===== src/rtl/ds_arb_pkg.sv =====
// Shared types and defaults for the CPU/debug data-memory arbiter.
// The state type is a plain vector so the encodings stay legacy-compatible.
package ds_arb_pkg;

  localparam int DS_ARB_AW_DEF         = 10;
  localparam int DS_ARB_DW_DEF         = 32;
  localparam int DS_ARB_STARVE_MAX_DEF = 4;

  typedef logic [1:0] arb_state_t;

  localparam arb_state_t ST_ARB   = 2'd0;
  localparam arb_state_t ST_FORCE = 2'd1;
  localparam arb_state_t ST_RESP  = 2'd2;

  // Counter width for values 0..n-1, never narrower than one bit.
  function automatic int cnt_width(input int n);
    return (n > 1) ? $clog2(n) : 1;
  endfunction

endpackage


===== src/rtl/ds_arb_starve_cnt.sv =====
// Counts consecutive cycles a pending debug read loses to the CPU; hit marks the last allowed loss.
// Wraps to zero on the losing cycle that raises hit; clr has priority over inc.
module ds_arb_starve_cnt #(
  parameter int STARVE_MAX = ds_arb_pkg::DS_ARB_STARVE_MAX_DEF
) (
  input  logic clk,
  input  logic rst,
  input  logic inc,
  input  logic clr,
  output logic hit
);
  import ds_arb_pkg::*;

  localparam int CW = cnt_width(STARVE_MAX);

  logic [CW-1:0] r_cnt;

  assign hit = (r_cnt == CW'(STARVE_MAX - 1));

  always_ff @(posedge clk or negedge rst) begin
    if (!rst) begin
      r_cnt <= '0;
    end else if (clr) begin
      r_cnt <= '0;
    end else if (inc) begin
      r_cnt <= hit ? '0 : r_cnt + CW'(1);
    end
  end

endmodule


===== src/rtl/ds_arbiter.sv =====
// Data-memory arbiter: CPU has priority, a debug read is forced after STARVE_MAX losses (stalling the CPU).
// Debug latency 1 cycle uncontended, <= STARVE_MAX+1 contended; DS_ARB_STATS_EN adds conflict_cnt.
module ds_arbiter #(
  parameter int AW         = ds_arb_pkg::DS_ARB_AW_DEF,
  parameter int DW         = ds_arb_pkg::DS_ARB_DW_DEF,
  parameter int STARVE_MAX = ds_arb_pkg::DS_ARB_STARVE_MAX_DEF
) (
  input  logic          clk,
  input  logic          rst,
  input  logic          cpu_req,
  input  logic          cpu_we,
  input  logic [AW-1:0] cpu_addr,
  input  logic [DW-1:0] cpu_wdata,
  output logic [DW-1:0] cpu_rdata,
  output logic          cpu_stall,
  input  logic          dbg_req,
  input  logic [AW-1:0] dbg_addr,
  output logic [DW-1:0] dbg_rdata,
  output logic          dbg_valid,
  output logic          mem_str,
  output logic [AW-1:0] mem_addr,
  output logic [DW-1:0] mem_wdata,
  input  logic [DW-1:0] mem_rdata
`ifdef DS_ARB_STATS_EN
  ,
  output logic [15:0]   conflict_cnt
`endif
);
  import ds_arb_pkg::*;

  arb_state_t    r_state;
  arb_state_t    w_next;
  logic [DW-1:0] r_dbg_rdata;

  logic w_in_arb;
  logic w_in_force;
  logic w_in_resp;
  logic w_dbg_serve;
  logic w_contend;
  logic w_hit;
  logic w_cnt_clr;

  assign w_in_arb    = (r_state == ST_ARB);
  assign w_in_force  = (r_state == ST_FORCE);
  assign w_in_resp   = (r_state == ST_RESP);
  assign w_dbg_serve = w_in_arb & dbg_req & ~cpu_req;
  assign w_contend   = w_in_arb & dbg_req & cpu_req;
  assign w_cnt_clr   = (w_in_arb & ~dbg_req) | w_dbg_serve | w_in_force;

  ds_arb_starve_cnt #(
    .STARVE_MAX (STARVE_MAX)
  ) u_starve (
    .clk (clk),
    .rst (rst),
    .inc (w_contend),
    .clr (w_cnt_clr),
    .hit (w_hit)
  );

  always_comb begin
    w_next = r_state;
    case (r_state)
      ST_ARB: begin
        if (w_dbg_serve) begin
          w_next = ST_RESP;
        end else if (w_contend && w_hit) begin
          w_next = ST_FORCE;
        end
      end
      ST_FORCE: w_next = ST_RESP;
      ST_RESP:  w_next = ST_ARB;
      default:  w_next = ST_ARB;
    endcase
  end

  // The port only ever writes from the CPU side; a debug-addressed cycle never carries a store.
  assign mem_addr  = (w_dbg_serve | w_in_force) ? dbg_addr : cpu_addr;
  assign mem_str   = cpu_req & cpu_we & ~w_in_force;
  assign mem_wdata = cpu_wdata;
  assign cpu_rdata = mem_rdata;
  assign cpu_stall = w_in_force & cpu_req;
  assign dbg_valid = w_in_resp;
  assign dbg_rdata = r_dbg_rdata;

  always_ff @(posedge clk or negedge rst) begin
    if (!rst) begin
      r_state     <= ST_ARB;
      r_dbg_rdata <= '0;
    end else begin
      r_state <= w_next;
      if (w_dbg_serve || w_in_force) begin
        r_dbg_rdata <= mem_rdata;
      end
    end
  end

`ifdef DS_ARB_STATS_EN
  logic [15:0] r_conflict_cnt;

  always_ff @(posedge clk or negedge rst) begin
    if (!rst) begin
      r_conflict_cnt <= '0;
    end else if (cpu_stall && (r_conflict_cnt != 16'hFFFF)) begin
      r_conflict_cnt <= r_conflict_cnt + 16'd1;
    end
  end

  assign conflict_cnt = r_conflict_cnt;
`endif

endmodule


===== config.mk =====
export PLATFORM = sky130hd
export DESIGN_NAME = ds_arbiter
export DESIGN_NICKNAME = d
export VERILOG_FILES = /design/src/rtl/ds_arb_pkg.sv /design/src/rtl/ds_arb_starve_cnt.sv /design/src/rtl/ds_arbiter.sv
export SDC_FILE = /design/constraint.sdc
export NUM_CORES = 1
export LEC_CHECK = 0
export CAP_MARGIN = 20
export CORE_UTILIZATION = 32
export CTS_CLUSTER_DIAMETER = 50
export DETAILED_ROUTE_END_ITERATION = 10
export PLACE_DENSITY = 0.86
export SETUP_SLACK_MARGIN = 0.5
export SLEW_MARGIN = 0
export SYNTH_ARGS = -nofsm -noshare
export SYNTH_HDL_FRONTEND = slang
export SYNTH_SLANG_ARGS = --single-unit

===== constraint.sdc =====
create_clock -name clk -period 4.29 [get_ports clk]
set_input_delay 1.287 -clock clk [delete_from_list [all_inputs] [get_ports clk]]
set_output_delay 1.287 -clock clk [all_outputs]
set_load 0.01 [all_outputs]

# == Word level (Yosys, flattened, before mapping) ==
# Index checks and enable logic that the tools add are counted.
# classes
add_sub_neg,1
eq_ne,4
muxes,7
n_bitwise,13
reduce_logical,4
# op_table
cell,count
$mux W10,1
$mux W2,5
$and A1 B1 Y1,7
$eq A2 B2 Y1 const B,2
$pmux W2 S2,1
$ne A3 B1 Y1 const B,1
$not A1 Y1,3
$or A1 B1 Y1,3
$add A2 B1 Y2 const B,1
$eq A2 B1 Y1 const B,1
$logic_not A2 Y1,1
$reduce_bool A2 Y1,1
$logic_and A1 B1 Y1,1
$logic_or A1 B1 Y1,1
# word_totals
register_bits,36
input_bits,89
out_inout_bits,109
wordCells,32

# == Depth between registers and ports, before layout ==
# depth
word_depth,7
mapped_depth,4
depth_no_buf,3

# == Modules after synthesis ==
# From an unflattened synthesis, not the netlist that was laid out.
# hier_totals
cells_unflattened,165
area_unflattened_um2,2070.7
# modules_own_cells
mod,instances,cells_per_inst,area_each_um2,seq_area_each_um2
ds_arbiter,1,157,1970.6,850.8
ds_arb_starve_cnt,1,8,100.1,50.0

# == Least setup slack after synthesis ==
# No wires, ideal clock.
# synth_path
path_type,input to output
from,input dbg_req
to,output mem_addr[0]
arrival_ns,2.183
t_required_ns,3.003
setup_slack_ns,0.820
path_stages,4
n_path_buf,1
path_cell_list,nor2b_2 o21bai_4 buf_6 mux2_1
# synth_between
elab_chain_len,4
# synth_rtl
element,line_no,source
start: declaration,ds_arbiter.sv:16,"input logic dbg_req,"
$and A1 B1 Y1 (2 in series),ds_arbiter.sv:46,assign w_dbg_serve = w_in_arb & dbg_req & ~cpu_req;
$or A1 B1 Y1,ds_arbiter.sv:77,assign mem_addr = (w_dbg_serve | w_in_force) ? dbg_addr : cpu_addr;
$mux W10,ds_arbiter.sv:77,
end: declaration,ds_arbiter.sv:21,"output logic [AW-1:0] mem_addr,"
# No other way between the ends.

# == Worst setup path after layout ==
# layout_path
from,input dbg_req
to,output mem_addr[5]
# The elaborated chain is that of the path after synthesis.

==> summary.md <==
| Metric | Value |
|---|---|
| Clock tree sinks | 36 |
| Finish-stage setup viols | 0 |
| Mapped cell area | 2010 sq um |
| Port Buf Inserts | 133 |
| WP data required | 3.00 ns |
| Worst-case clock buffer depth | 2 |
| Largest net degree at the start of global routing | 37 |
| P&R area growth vs syn | 55.5% |
| LEAKAGE | 1.34 nW |
| Post-Layout Inst Area | 3120 sq um |
| Internal Power | 0.778 mW |
| Worst Path Arrival | 2.46 ns |
| Final net count | 329 |
| Synth Flop Type | dfrtp_1 |
| Via Count | 1388 |
| Clk_lat worst skew | 0.28 ns |
| Psw | 0.259 mW |
| Hold Buf Count CTS | 0 |
| Share of cells above drive strength 1 | 27.6% |
| Core area | 5990 sq um |
| Number of I/O pins | 198 |
| Die span in x | 81.2 microns |
| Routability Congestion | 0.761 |
| Clock skew | 0.00894 ns |
| Fmax | 267 MHz |
| Reg clk slew, reported paths | 0.06 ns |
| Commonest cells post-synth | buf_4 (64), dfrtp_1 (36), mux2_2 (32) |
| Post-Syn Instances | 160 |
| DR vias/cell | 4.42 |
| Slew Limit Fails | 0 |
| Syn avg cell area | 12.5 sq um |
| Final WL | 4450 microns |
| First-pass GRT wire length | 6890 microns |
| Number of synthesized flops with an enable pin | 0 |
| Initial antenna violation count | 0 |
| Ys async rst share | 100% |
| Sequential share of power | 40.9% |
| Sw frac | 25.0% |
| Synth warn | 0 |
| Leading area contributor after synthesis | dfrtp_1 |
| Vias in the first global route | 1516 |
| Yosys top cell area share | 44.9% |
| # Max-Cap Violations | 0 |
| Pin slew with the least headroom to its limit | 0.785 ns |
| CTS H-tree depth | 2 |
| Distinct cells, synth | 16 |
| Initial core utilization | 33.5% |
| Setup CP Type | primary input to output port |
| Hpwl dp | 3440 microns |
| Worst Setup Slack, final | 0.546 ns |
| Dpl cell area | 2940 sq um |
| Routed Antenna Nets | 0 |
| # placed instances | 303 |
| Final period util | 87.3% |
| Drt drc | 0 |
| Final Hold Viols | 0 |
| Comb pwr share | 34.6% |
| Mux cell area share after synthesis | 23.6% |
| Max-slew headroom | 47.7% |
| Area share of and/or/nand/nor cells after synthesis | 2.50% |
| Main combinational cell family by area after synthesis | buffers and inverters |
| Worst-case vdd ir drop | 0.000176 V |
| Die ar. | 6590 sq um |
| CP endpoint kind | output port |
| Pre-CTS setup slack | -0.00330 ns |
| Synth Area in Adders | 0.624% |
| Outcome | finished clean |
| Top-count cell post-synth | buf_4 |
| Gr ovfl total | 0 |
| GRT Overall Usage | 14.4% |
| Post-Synth XOR/XNOR Area | 0% |
| Power Total | 1.04 mW |
| Synth area leaders | dfrtp_1 (45%), buf_4 (24%), mux2_2 (18%), mux2_1 (5.6%), buf_6 (2.2%) |
| Violation count after the first detailed-route iteration | 12 |
| Root Driver | clkbuf_8 |
| Sequential area share after synthesis | 44.9% |
| Power per cell area | 333 nW/um^2 |
| Synth Register Bits | 36 |
| Die Y | 81.2 microns |
| Tmin final | 3.74 ns |
| FP Rows | 28 |
| Non-Filler Instances | 314 |
| Compound-Gate Fraction of Synth Area | 1.81% |
| CTS tree | done |
| Avg WL per Cell | 14.2 microns |
| Antenna Cells | 0 |
| Clock share of power | 24.5% |
| First-pass detailed-route iteration total | 2 |
| Worst Hold Class | flip-flop to flip-flop |
| Crit path launch type | primary input |
| Syn nets | 250 |
| CTS Buf Count | 5 |
| RSZ-0062 raised after global routing | no |
| Largest fanout on the critical path | 7 |
## power groups by stage
stage	Clock [mW]	Sequential [mW]	Combinational, mW
after floorplan	0	0.456	0.142
after global placement	0	0.426	0.344
after detailed placement	0	0.431	0.350
after CTS	0.267	0.425	0.365
after global routing	0.286	0.432	0.383
final	0.255	0.424	0.358
## final cells by class
class / count / area, sq um
fill: 517 / 2870
timing repair buffer: 140 / 1420
sequential: 36 / 901
multi-input combinational: 54 / 603
clock buffer: 7 / 96.3
tap: 75 / 93.8
inverter: 2 / 7.51
## sequential cells by signal, summed over array words and instances, names as in the netlist
name,cells
r_state,2
dbg_rdata,32
u_starve.r_cnt,2
## through the flow
stage | hold WS [ns] | utilization (%) | TNS, ns
2_1_floorplan | 0.483 | - | 0
3_3_place_gp | 0.480 | 49.0 | 0
3_5_place_dp | 0.485 | 49.0 | -0.00330
4_1_cts | 0.505 | 52.1 | 0
5_1_grt | 0.516 | 52.0 | 0
6_report | 0.498 | 52.0 | 0
## metal layers
layer	GRT usage (%)	wire length, microns	vias up
met3	4.83	367	6
met4	6.96	47	0
met1	13.5	1450	667
met5	0	0	-
met2	27.4	2590	85
li1	-	-	630
## worst paths after layout
check	from	to	slack (ns)	depth (start not counted)
setup / recovery	dbg_req	mem_addr[5]	0.55	7
hold / removal	dbg_rdata[4]	dbg_rdata[4]	0.50	1
setup reg to reg	r_state[1]	dbg_rdata[23]	2.64	6
hold reg to reg	dbg_rdata[4]	dbg_rdata[4]	0.50	1
max in group asynchronous	rst	dbg_rdata[28]	2.71	1
min in group asynchronous	rst	u_starve.r_cnt[1]	1.08	1
## timing repair
item                       4_1_cts  5_1_grt
pin swaps                        1        0
setup buffers                    3        0
gates resized for setup         60        2
setup endpoints to repair       10       10
cloned                           1        0
## critical path, cell delays in order
cell and delay (ns):
clkdlybuf4s15_1 0.18, nor2b_4 0.13, o21bai_4 0.17, buf_6 0.12, buf_12 0.13, mux2_4 0.31, buf_6 0.12
## cell families after synthesis
| group | count (synthesis) |
|---|---|
| buffers and inverters | 70 |
| muxes | 42 |
| DFF | 36 |
| and+or+nand+nor | 8 |
| AOI/OAI and AO/OA | 3 |
| adders and majority gates | 1 |
## layout by cell type, fill, tap and decap left out
cell / Yosys / final
inv_1: 2 / 2
and2_1: 1 / 1
buf_12: 0 / 2
ha_1: 1 / 1
a22o_1: 2 / 2
mux2_1: 10 / 4
mux2_4: 0 / 7
mux2_2: 32 / 31
nor4b_1: 1 / 1
buf_4: 64 / 3
buf_6: 4 / 8
nand2b_1: 1 / 1
clkbuf_2: 0 / 1
buf_2: 0 / 4
nor2_1: 2 / 2
nor2b_4: 0 / 1
and3_1: 1 / 1
dfrtp_1: 36 / 36
o21bai_4: 1 / 1
buf_16: 0 / 1
clkdlybuf4s50_1: 0 / 120
clkdlybuf4s15_1: 0 / 1
nor2b_1: 1 / 1
clkbuf_8: 0 / 7
No activity file was read; power rests on OpenSTA's default activity.
==> RTL edit: new RTL, same flow settings <==
The package constant `DS_ARB_STARVE_MAX_DEF` goes from 4 to 8.
--- a/src/rtl/ds_arb_pkg.sv
+++ b/src/rtl/ds_arb_pkg.sv
@@ -4,7 +4,7 @@
 
   localparam int DS_ARB_AW_DEF         = 10;
   localparam int DS_ARB_DW_DEF         = 32;
-  localparam int DS_ARB_STARVE_MAX_DEF = 4;
+  localparam int DS_ARB_STARVE_MAX_DEF = 8;
 
   typedef logic [1:0] arb_state_t;
 
Function: changed (Yosys sat finds a counterexample within 10 cycles, from zero or initial values and one cycle with rst low).
==> RTL edit against the unedited design <==
  * Power is 1.4% lower
  * Maximum frequency is 0.37% higher
  * Setup slack better by 14 ps
  * Critical path depth did not move
  * Largest cell class unchanged
  * Global-route usage shrank 1.2 points
  * Routed wire length is 4.3% higher
  * Clock skew decreased by 7.4 ps
  * Synthesized area increased by 2.7%
  * Critical endpoint is now mem_addr[2]
  * Register-to-register slack lost 70 ps
  * Design area up 2.4%
  * Sequential cell count rose by 1
  * Via count up 6.4%
==> RTL edit: results (changes against the unedited design) <==
| Metric | Value |
|---|---|
| Outcome | `complete, no violations (unchanged)` |
| Syn_nets | `259 (was 250)` |
| Hold path endpoint | `dbg_rdata[3] (was dbg_rdata[4])` |
| Post-Place Cells | `312 (was 303)` |
| NumNets Final | `339 (was 329)` |
| Average footprint of a synthesized cell | `12.27 um2 (was 12.54 um2)` |
| Arr. time, crit path | `2440 ps (was 2460 ps)` |
| Fillers | `551 (was 517)` |
| GRT Overall Usage | `0.1315 (was 0.1435)` |
| Final Skew | `1.542 ps (was 8.943 ps)` |
| Final Cell Area | `3193 um2 (was 3118 um2)` |
| Ranking of synthesized cells by area | `dfrtp_1 (45%), buf_4 (23%), mux2_2 (23%), buf_6 (2.2%), ha_1 (1.2%) (was dfrtp_1 (45%), buf_4 (24%), mux2_2 (18%), mux2_1 (5.6%), buf_6 (2.2%))` |
| Sw Pwr | `0.2637 mW (was 0.2593 mW)` |
| Worst IR Drop VDD | `0.1406 mV (was 0.1755 mV)` |
| Max clock buf depth | `2 (unchanged)` |
| Cell variety after synth | `17 (was 16)` |
| Share of power burned in registers | `0.422 (was 0.409)` |
| TritonCTS buffer count | `5 (unchanged)` |
| Gpl congestion | `0.7915 (was 0.7611)` |
| Reg-to-reg slack, setup | `2570 ps (was 2640 ps)` |
| Critical Path Start | `cpu_req (was dbg_req)` |
| Met2 Use GR | `0.2612 (was 0.2739)` |
| Vias | `1477 (was 1388)` |
| Port Buffers | `133 (unchanged)` |
| Worst setup path endpoint | `mem_addr[2] (was mem_addr[5])` |
| Fin Setup TNS | `0 ps (unchanged)` |
| Relative slew slack | `0.4365 (was 0.4769)` |
| Leading cell types by count after synthesis | `buf_4 (64), mux2_2 (42), dfrtp_1 (37) (was buf_4 (64), dfrtp_1 (36), mux2_2 (32))` |
| Dpl hpwl | `3542 um (was 3442 um)` |
| Hold Slack | `503.7 ps (was 497.7 ps)` |
| Clock power frac | `0.223 (was 0.245)` |
| Fmax | `268.1 MHz (was 267.1 MHz)` |
| PnR Total Power | `1.023 mW (was 1.037 mW)` |
| Hold Startpoint | `dbg_rdata[3] (was dbg_rdata[4])` |
| Final wirelength | `4645 um (was 4453 um)` |
| Pre-antenna DRT Iters | `4 (was 2)` |
| Worst R2R End | `dbg_rdata[16] (was dbg_rdata[23])` |
| Post-synthesis sequential area ratio | `0.4493 (was 0.4492)` |
| GR Util met1 | `0.1224 (was 0.1352)` |
| Initial drt markers | `23 (was 12)` |
| Vias per cell | `4.559 (was 4.420)` |
| First-pass GRT wire length | `6548 um (was 6886 um)` |
| Post-place instance area | `2998 um2 (was 2935 um2)` |
| Met3 global-route usage | `0.03077 (was 0.04831)` |
| LEAKAGE | `1.390 nW (was 1.339 nW)` |
| Placement Setup Slack | `8.174 ps (was -3.304 ps)` |
| Share of layout cells above drive strength 1 | `0.2851 (was 0.2762)` |
| Largest net degree at the start of global routing | `38 (was 37)` |
| Post-cts sizing count | `61 (was 60)` |
-- RTL edit: final cells by class --
type / count / area share
clock buffer: 6 / 0.02273
clock inverter: 2 / 0.003135
inverter: 2 / 0.002351
multi-input combinational: 61 / 0.2026
sequential: 37 / 0.2900
tap: 75 / 0.02939
timing repair buffer: 141 / 0.4498
-- RTL edit: kinds of logic (layout without fill, tap and decap cells) --
logic type,Yosys count,in the layout,synth area share
flip-flops,37,37,0.4493
AND/OR/NAND/NOR,12,12,0.03036
adder cells (fa/ha/maj),2,2,0.01214
multiplexers,42,42,0.2295
buffers and inverters,70,151,0.2587
AO/OA/AOI/OAI,5,5,0.02004
-- RTL edit: metal layers --
layer | vias to the layer above | wire (um) | share of wire
li1 | 659 | - | -
met1 | 692 | 1528 | 0.33
met2 | 117 | 2492 | 0.54
met3 | 9 | 559 | 0.12
met4 | 0 | 64 | 0.014
met5 | - | 0 | 0
